--- src/rtl/ascon_perm_pkg.sv ---
// Shared types, constants and round primitives for the Ascon permutation.
// Pure combinational helpers; no latency or backpressure of their own.
package ascon_perm_pkg;

    localparam int MAX_ROUNDS = 12;

    // Lane x0 sits at index 0, x4 at index 4.
    typedef logic [4:0][63:0] state_t;

    typedef enum logic [1:0] {
        ST_IDLE,
        ST_RUN,
        ST_DONE
    } fsm_t;

    function automatic logic [7:0] round_const(input logic [3:0] idx);
        return 8'hF0 - ({4'h0, idx} * 8'h0F);
    endfunction

    function automatic state_t sbox_layer(input state_t s);
        logic [63:0] x0, x1, x2, x3, x4;
        logic [63:0] t0, t1, t2, t3, t4;
        x0 = s[0] ^ s[4];
        x1 = s[1];
        x2 = s[2] ^ s[1];
        x3 = s[3];
        x4 = s[4] ^ s[3];
        t0 = ~x0 & x1;
        t1 = ~x1 & x2;
        t2 = ~x2 & x3;
        t3 = ~x3 & x4;
        t4 = ~x4 & x0;
        x0 = x0 ^ t1;
        x1 = x1 ^ t2;
        x2 = x2 ^ t3;
        x3 = x3 ^ t4;
        x4 = x4 ^ t0;
        x1 = x1 ^ x0;
        x0 = x0 ^ x4;
        x3 = x3 ^ x2;
        x2 = ~x2;
        return {x4, x3, x2, x1, x0};
    endfunction

    function automatic logic [63:0] ror64(input logic [63:0] x, input int amt);
        return (x >> amt) | (x << (64 - amt));
    endfunction

    function automatic state_t linear_layer(input state_t s);
        state_t r;
        r[0] = s[0] ^ ror64(s[0], 19) ^ ror64(s[0], 28);
        r[1] = s[1] ^ ror64(s[1], 61) ^ ror64(s[1], 39);
        r[2] = s[2] ^ ror64(s[2], 1)  ^ ror64(s[2], 6);
        r[3] = s[3] ^ ror64(s[3], 10) ^ ror64(s[3], 17);
        r[4] = s[4] ^ ror64(s[4], 7)  ^ ror64(s[4], 41);
        return r;
    endfunction

endpackage

--- src/rtl/ascon_round.sv ---
// One Ascon round: constant addition, S-box layer, linear layer.
// Purely combinational (0 cycles); no backpressure.
module ascon_round
    import ascon_perm_pkg::*;
(
    input  state_t     state_cur,
    input  logic [3:0] round_idx,
    output state_t     state_nxt
);

    state_t with_const;

    always_comb begin
        with_const    = state_cur;
        with_const[2] = state_cur[2] ^ {56'h0, round_const(round_idx)};
    end

    assign state_nxt = linear_layer(sbox_layer(with_const));

endmodule

--- src/rtl/ascon_perm.sv ---
// Iterative Ascon permutation, ROUNDS_PER_CYCLE rounds per clock; optional intr_o via ASCON_PERM_INTR_EN.
// Latency ceil(n/R)+1 cycles to done_o; start_i is ignored while busy, nothing is queued.
module ascon_perm
    import ascon_perm_pkg::*;
#(
    parameter int ROUNDS_PER_CYCLE = 1
) (
    input  logic       clk_i,
    input  logic       rst_n_i,
    input  logic       start_i,
    input  logic [3:0] rounds_i,
    input  state_t     state_i,
    output state_t     state_o,
    output logic       busy_o,
    output logic       done_o,
    output logic       update_state_o
`ifdef ASCON_PERM_INTR_EN
    ,
    output logic       intr_o
`endif
);

    fsm_t       fsm;
    logic [3:0] round_idx;
    logic [3:0] remaining;
    logic [3:0] n_eff;
    logic [3:0] step;
    state_t     nxt_state;
    state_t     chain [ROUNDS_PER_CYCLE+1];

    assign chain[0] = state_o;

    for (genvar g = 0; g < ROUNDS_PER_CYCLE; g++) begin : g_round
        ascon_round u_round (
            .state_cur (chain[g]),
            .round_idx (round_idx + 4'(g)),
            .state_nxt (chain[g+1])
        );
    end

    // Pick the tap after `step` rounds; later chain stages are don't-care on a short final cycle.
    always_comb begin
        n_eff = (rounds_i > 4'(MAX_ROUNDS)) ? 4'(MAX_ROUNDS) : rounds_i;
        step  = (remaining < 4'(ROUNDS_PER_CYCLE)) ? remaining : 4'(ROUNDS_PER_CYCLE);
        nxt_state = chain[1];
        for (int k = 2; k <= ROUNDS_PER_CYCLE; k++) begin
            if (4'(k) <= remaining) nxt_state = chain[k];
        end
    end

    always_ff @(posedge clk_i or negedge rst_n_i) begin
        if (!rst_n_i) begin
            fsm            <= ST_IDLE;
            state_o        <= '0;
            round_idx      <= '0;
            remaining      <= '0;
            busy_o         <= 1'b0;
            done_o         <= 1'b0;
            update_state_o <= 1'b0;
`ifdef ASCON_PERM_INTR_EN
            intr_o         <= 1'b0;
`endif
        end else begin
            case (fsm)
                ST_IDLE: begin
                    done_o         <= 1'b0;
                    update_state_o <= 1'b0;
                    if (start_i) begin
                        state_o   <= state_i;
                        remaining <= n_eff;
                        round_idx <= 4'(MAX_ROUNDS) - n_eff;
                        busy_o    <= 1'b1;
`ifdef ASCON_PERM_INTR_EN
                        intr_o    <= (n_eff == 4'd0);
`endif
                        if (n_eff == 4'd0) begin
                            fsm            <= ST_DONE;
                            done_o         <= 1'b1;
                            update_state_o <= 1'b1;
                        end else begin
                            fsm <= ST_RUN;
                        end
                    end
                end
                ST_RUN: begin
                    state_o   <= nxt_state;
                    round_idx <= round_idx + step;
                    remaining <= remaining - step;
                    if (remaining == step) begin
                        fsm            <= ST_DONE;
                        done_o         <= 1'b1;
                        update_state_o <= 1'b1;
`ifdef ASCON_PERM_INTR_EN
                        intr_o         <= 1'b1;
`endif
                    end
                end
                ST_DONE: begin
                    fsm            <= ST_IDLE;
                    busy_o         <= 1'b0;
                    done_o         <= 1'b0;
                    update_state_o <= 1'b0;
                end
                default: fsm <= ST_IDLE;
            endcase
        end
    end

endmodule

--- config.mk ---
export PLATFORM = sky130hd
export DESIGN_NAME = ascon_perm
export DESIGN_NICKNAME = d
export VERILOG_FILES = /design/src/rtl/ascon_perm_pkg.sv /design/src/rtl/ascon_round.sv /design/src/rtl/ascon_perm.sv
export SDC_FILE = /design/constraint.sdc
export NUM_CORES = 1
export LEC_CHECK = 0
export BUFFER_PORTS_ARGS = -buffer_cell sky130_fd_sc_hd__buf_2
export CAP_MARGIN = 40
export CORE_MARGIN = 2
export CORE_UTILIZATION = 40
export CTS_BUF_LIST = sky130_fd_sc_hd__clkbuf_8
export CTS_CLUSTER_DIAMETER = 120
export DETAILED_ROUTE_END_ITERATION = 16
export PLACE_DENSITY = 0.67
export SETUP_SLACK_MARGIN = 0.3
export SLEW_MARGIN = 10
export SYNTH_ARGS = -nofsm -noshare
export SYNTH_HDL_FRONTEND = slang
export SYNTH_SLANG_ARGS = --single-unit
--- constraint.sdc ---
create_clock -name clk_i -period 5.1 [get_ports clk_i]
set_input_delay 0.255 -clock clk_i [delete_from_list [all_inputs] [get_ports clk_i]]
set_output_delay 0.255 -clock clk_i [all_outputs]
set_load 0.05 [all_outputs]
==> results of run 1 <==
==> path summary, 6_finish.rpt <==
| kind | startpoint | end | slack, ns | cells after the start |
|---|---|---|---|---|
| max | round_idx[1] | state_o[250] | 0.63 | 16 |
| min reg2reg | state_o[130] | state_o[130] | 0.54 | 2 |
| min | state_i[102] | state_o[102] | -0.02 | 4 |
| max reg2reg | round_idx[1] | state_o[250] | 0.63 | 16 |
| min in group asynchronous | rst_n_i | state_o[80] | 0.19 | 2 |
| max in group asynchronous | rst_n_i | state_o[240] | 3.58 | 3 |
==> layer usage <==
metal  track usage  routed length (um)  vias up
met3        0.0705               14700      476
met4         0.267               12700        6
met5             0                  41        -
met2         0.598               68100     1906
li1              -                   -    13405
met1         0.504               61800    14758
==> stage by stage <==
stage	instance area [um^2]	util	setup WS, ns	std cells
floorplan	30500	-	1.13	3492
global placement	35100	0.463	0.738	5049
detailed placement	35600	0.470	0.699	5119
CTS	40000	0.528	0.688	5532
global route	40000	0.528	0.409	5535
finish	40000	0.528	0.634	5535
==> synth_stat cells, types with 12 or more instances <==
library cell / instances / area (um^2)
a211o_1: 25 / 219
a21o_1: 46 / 345
a21oi_1: 275 / 1380
buf_1: 20 / 75.1
buf_2: 12 / 60.1
clkbuf_1: 95 / 357
dfrtp_1: 332 / 8310
ha_1: 155 / 1940
inv_1: 147 / 552
mux2i_1: 193 / 1930
nand2_1: 396 / 1490
nor2_1: 268 / 1010
o21ai_0: 270 / 1350
xnor2_1: 842 / 7370
xnor2_2: 30 / 488
xor2_1: 265 / 2320
xor2_2: 41 / 667
==> logic make-up (layout without fill, tap and decap cells) <==
family                     Yosys count  after routing  synth area share
adders and majority gates          160            160            0.0668
xor gates and xnor gates          1180           1180             0.357
other                                2              5          0.000246
DFF                                332            332             0.272
buffers and inverters              275           1338            0.0344
muxes                              194            194            0.0637
and+or+nand+nor                    696            696            0.0884
AOI/OAI and AO/OA                  652            652             0.117
==> critical path, delay by kind of cell, from the launching register on <==
kind / cells / cell delay [ns]
fa+ha+maj: 5 / 1.79
xor+xnor: 6 / 1.44
flops: 1 / 0.45
buf+inv: 3 / 0.41
compound gates: 1 / 0.20
mux: 1 / 0.09
==> sequential cells by signal, summed over array words and instances, names as in the netlist <==
name	cells
round_idx	4
remaining	4
fsm	2
update_state_o	1
busy_o	1
state_o	320
==> layout make-up <==
| class | count | area, um^2 | area share |
|---|---|---|---|
| sequential | 332 | 8310 | 0.208 |
| antenna | 2 | 5.00 | 0.000125 |
| tap | 978 | 1220 | 0.0306 |
| inverter | 147 | 552 | 0.0138 |
| clock buffer | 89 | 1220 | 0.0306 |
| clock inverter | 34 | 230 | 0.00576 |
| multi-input combinational | 2885 | 21200 | 0.530 |
| timing repair buffer | 1068 | 7240 | 0.181 |
==> repair_timing <==
action | CTS | global route
buffers inserted | 0 | 0
hold buffers | 290 | 0
gates resized for setup | 0 | 0
endpoints found under the hold margin | 382 | 0
==> run summary, run 1 <==
Root Buffer: clkbuf_8
grt ovf: 0
most used cell, CP: xnor2_1
commonest non-fill, non-tap cells in the layout: xnor2_1 (842), buf_2 (648), nand2_1 (396), dfrtp_1 (332), dlygate4sd3_1 (290)
most common cell after layout, fill and taps aside: xnor2_1
CP max FO: 5
min Tclk post-route: 4.47 ns
CP startpoint kind: flip-flop
GPL Wtd Cong: 1.08
Die Y: 280 um
Avg Inst Size Synth: 8.74 um^2
DRC Markers: 0
first-pass GRT wire length: 216000 um
Final ANT Viol Nets: 0
Routed WL: 157000 um
antenna violations before repair: 5
Layout fillers: 7058
vias in the first global route: 28963
Max-slew headroom: 0.277
Max-Cap Viols: 0
asr flop ratio synth: 1.00
number of synthesized flops with an enable pin: 0
1st-iter DRT viols: 3340
cell row count: 101
Port Buffer Count: 649
die width: 280 um
Crit Path Class: flip-flop to flip-flop
CTS max path bufs: 3
violated checks: negative hold slack
Synth Cell Area: 30500 um^2
#FFs+latches synth: 332
Post-DP HPWL: 129000 um
Final period util: 0.876
outcome: finished, violations left
worst-case hold slack: -0.0158 ns
worst slew pin tran: 1.08 ns
Syn Inst Count: 3491
vias per cell: 5.52
WL/cell: 28.4 um
worst hold path type: input pin to flip-flop
CTS tree: built
unrepaired setup endpoints after global routing: false
post-synth cell types: 44
# nets final: 4991
H-Tree Depth: 3
Num CTS Buffers: 70
worst path arrival time: 5.09 ns
synth warn: 0
Fmax: 224 MHz
clock slew at reported path FFs: 0.06 ns
slowest CP cell: fa_1
# clock sinks: 332
final setup vio count: 0
Max stage delay on crit path: 0.46 ns
worst skew pair latency: 0.74 ns
layout cells sized above 1: 0.213
Worst setup EP type: flip-flop
routed via count: 30551
synth-to-layout area growth: 31.0%
Clock Skew: 0.0733 ns
# IOs: 650
Initial Utilization: 0.403
CP Data Required Time: 5.73 ns
max-slew violation count: 0
Core Box Area: 75700 um^2
register area share after synthesis: 0.272
ys flop type: dfrtp_1
critical path, cell by cell: inv_1 > fa_1 > ha_1 > inv_1 > ha_1 > fa_1 > xnor2_1 > xnor2_1 > ha_1 > xnor2_1 > buf_4 > xnor2_1 > xor2_1 > xnor2_1 > mux2i_1 > o21ai_0
final hold violation count: 1
first-pass detailed-route iteration total: 7
setup TNS: 0 ns
GRT Util Overall: 0.392
largest net degree at the start of global routing: 142
Die ar.: 78500 um^2
Power of run 1 is left out: the tool's default activity adds up to more than one toggle a clock period on the data nets, which glitch-free logic cannot reach.
==> run 2, diff against run 1 <==
Settings changed: MAX_ROUTING_LAYER set to met4.
==> run 2 against run 1 <==
  * The run now ends clean
  * Clock skew is 0.029 ns lower
  * Clock-buffer cell count is 2 higher
  * Critical path depth unchanged
  * Flip-flop and latch count unchanged
  * Global-route usage up 1.5 points
  * Non-clock buffer count increased by 19
  * First-iteration DRC count decreased by 3.2%
  * Final cell count increased by 0.38%
  * Via count up 0.62%
  * Sequential share of layout area decreased by 0.090 points
  * Register-to-register slack lost 0.09 ns
  * Critical endpoint is now state_o[243]
==> run summary, run 2 (synthesis results as in run 1) <==
min Tclk post-route: 4.56 ns (was 4.47 ns)
GRT Util Overall: 0.407 (was 0.392)
grt ovf: 0 (unchanged)
routed via count: 30739 (was 30551)
first-pass GRT wire length: 217000 um (was 216000 um)
Final Util: 0.530 (was 0.528)
Crit Path Class: flip-flop to flip-flop (unchanged)
most common cell after layout, fill and taps aside: xnor2_1 (unchanged)
synth-to-layout area growth: 31.6% (was 31.0%)
Worst setup EP type: flip-flop (unchanged)
clock slew at reported path FFs: 0.06 ns (about the same)
Port Buffer Count: 649 (unchanged)
Routed WL: 159000 um (was 157000 um)
Die Y: 280 um (unchanged)
register bank with the most flops: state_o (unchanged)
vias in the first global route: 29031 (was 28963)
GR Util met1: 0.514 (was 0.504)
Die ar.: 78500 um^2 (unchanged)
worst path arrival time: 5.16 ns (was 5.09 ns)
worst slew pin tran: 1.04 ns (was 1.08 ns)
max-slew violation count: 0 (unchanged)
Fmax: 219 MHz (was 224 MHz)
number of gates resized after CTS: 0 (unchanged)
Hold Startpoint: state_i[105] (was state_i[102])
antenna violations before repair: 3 (was 5)
outcome: complete, no violations (was finished, violations left)
Final ANT Viol Nets: 0 (unchanged)
met2 Use GR: 0.614 (was 0.598)
CP max FO: 5 (unchanged)
Final period util: 0.894 (was 0.876)
CP Data Required Time: 5.70 ns (was 5.73 ns)
Clock Skew: 0.0442 ns (was 0.0733 ns)
max reg flops: 320 (unchanged)
vias per cell: 5.53 (was 5.52)
gr busiest metal: met2 (unchanged)
CTS tree: built (unchanged)
Root Buffer: clkbuf_8 (unchanged)
Post-DP HPWL: 129000 um (about the same)
final setup vio count: 0 (unchanged)
unrepaired setup endpoints after global routing: false (unchanged)
# nets final: 5010 (was 4991)
cell row count: 101 (unchanged)
Setup crit start: round_idx[1] (unchanged)
layout cells sized above 1: 0.216 (was 0.213)
Max-slew headroom: 0.304 (was 0.277)
worst skew pair latency: 0.70 ns (was 0.74 ns)
DRC Markers: 0 (unchanged)
Max-Cap Viols: 0 (unchanged)
H-Tree Depth: 3 (unchanged)
GR met3 Demand/Resource: 0.0655 (was 0.0705)
GPL Wtd Cong: 1.09 (was 1.08)
commonest non-fill, non-tap cells in the layout: xnor2_1 (842), buf_2 (649), nand2_1 (396), dfrtp_1 (332), dlygate4sd3_1 (296) (was xnor2_1 (842), buf_2 (648), nand2_1 (396), dfrtp_1 (332), dlygate4sd3_1 (290))
CTS max path bufs: 3 (unchanged)
worst hold path type: input pin to flip-flop (unchanged)
die width: 280 um (unchanged)
Num CTS Buffers: 70 (unchanged)
CP startpoint kind: flip-flop (unchanged)
final hold violation count: 0 (was 1)
largest net degree at the start of global routing: 142 (unchanged)
# clock sinks: 332 (unchanged)
1st-iter DRT viols: 3233 (was 3340)
Post-CTS Setup Bufs: 0 (unchanged)
Largest regs: state_o (320), remaining (4), round_idx (4) (unchanged)
setup TNS: 0 ns (unchanged)
first-pass detailed-route iteration total: 6 (was 7)
Critical R2R Launch: round_idx[1] (unchanged)
Initial Utilization: 0.403 (unchanged)
WL/cell: 28.6 um (was 28.4 um)
Core Box Area: 75700 um^2 (unchanged)
# IOs: 650 (unchanged)
==> run 2: cell count changes in the layout (fill, tap and decap cells not counted), sizes merged <==
cell	before	now
clkinvlp	2	5
clkinv	9	11
dlygate4sd3	290	296
inv	167	161
buf	777	790
clkbuf	90	92
diode	2	3
==> run 2: metal layers <==
| layer | vias up | wire, um |
|---|---|---|
| met4 | 0 | 11100 |
| li1 | 13457 | - |
| met3 | 455 | 14100 |
| met1 | 14956 | 63300 |
| met5 | - | 0 |
| met2 | 1871 | 70400 |
==> run 2: area by class of cell <==
type | count | area, um^2
timing repair buffer | 1087 | 7370
sequential | 332 | 8310
clock buffer | 91 | 1250
clock inverter | 33 | 239
tap | 978 | 1220
inverter | 147 | 552
multi-input combinational | 2885 | 21200
fill | 7094 | 35500
antenna | 3 | 7.51
==> run 2: final timing paths <==
check	end	slack, ns	cells after the start
min	state_o[105]	0.03	4
max reg2reg	state_o[243]	0.54	16
min in group asynchronous	state_o[211]	0.16	2
max in group asynchronous	state_o[29]	3.74	3
min reg2reg	state_o[128]	0.55	2
max	state_o[243]	0.54	16
==> run 2: metrics by stage <==
stage               std cells  cell area, um^2  setup WS, ns  hold slack [ns]
finish                   5556            40200         0.541           0.0306
global route             5555            40200         0.304           0.0474
global placement         5052            35100         0.714            0.307
floorplan                3492            30500          1.13          -0.0406
detailed placement       5130            35700         0.642            0.300
CTS                      5550            40100         0.622         0.000508
==> run 2: repair_timing <==
| action | CTS | global route |
|---|---|---|
| hold endpoints to repair | 373 | 0 |
| hold buffers | 296 | 0 |
| setup endpoints to repair | 0 | 0 |
==> run 2: worst max-delay path, cell delays in order, from the launching register on <==
cell	delay, ns
dfrtp_1	0.46
inv_1	0.18
fa_1	0.49
ha_1	0.28
inv_1	0.04
ha_1	0.30
fa_1	0.42
xnor2_1	0.16
xnor2_1	0.39
ha_1	0.33
xnor2_1	0.13
buf_4	0.17
xnor2_1	0.42
xor2_1	0.15
xnor2_1	0.16
a211o_1	0.30
o21ai_0	0.08
Power of run 2 is left out for the same reason.
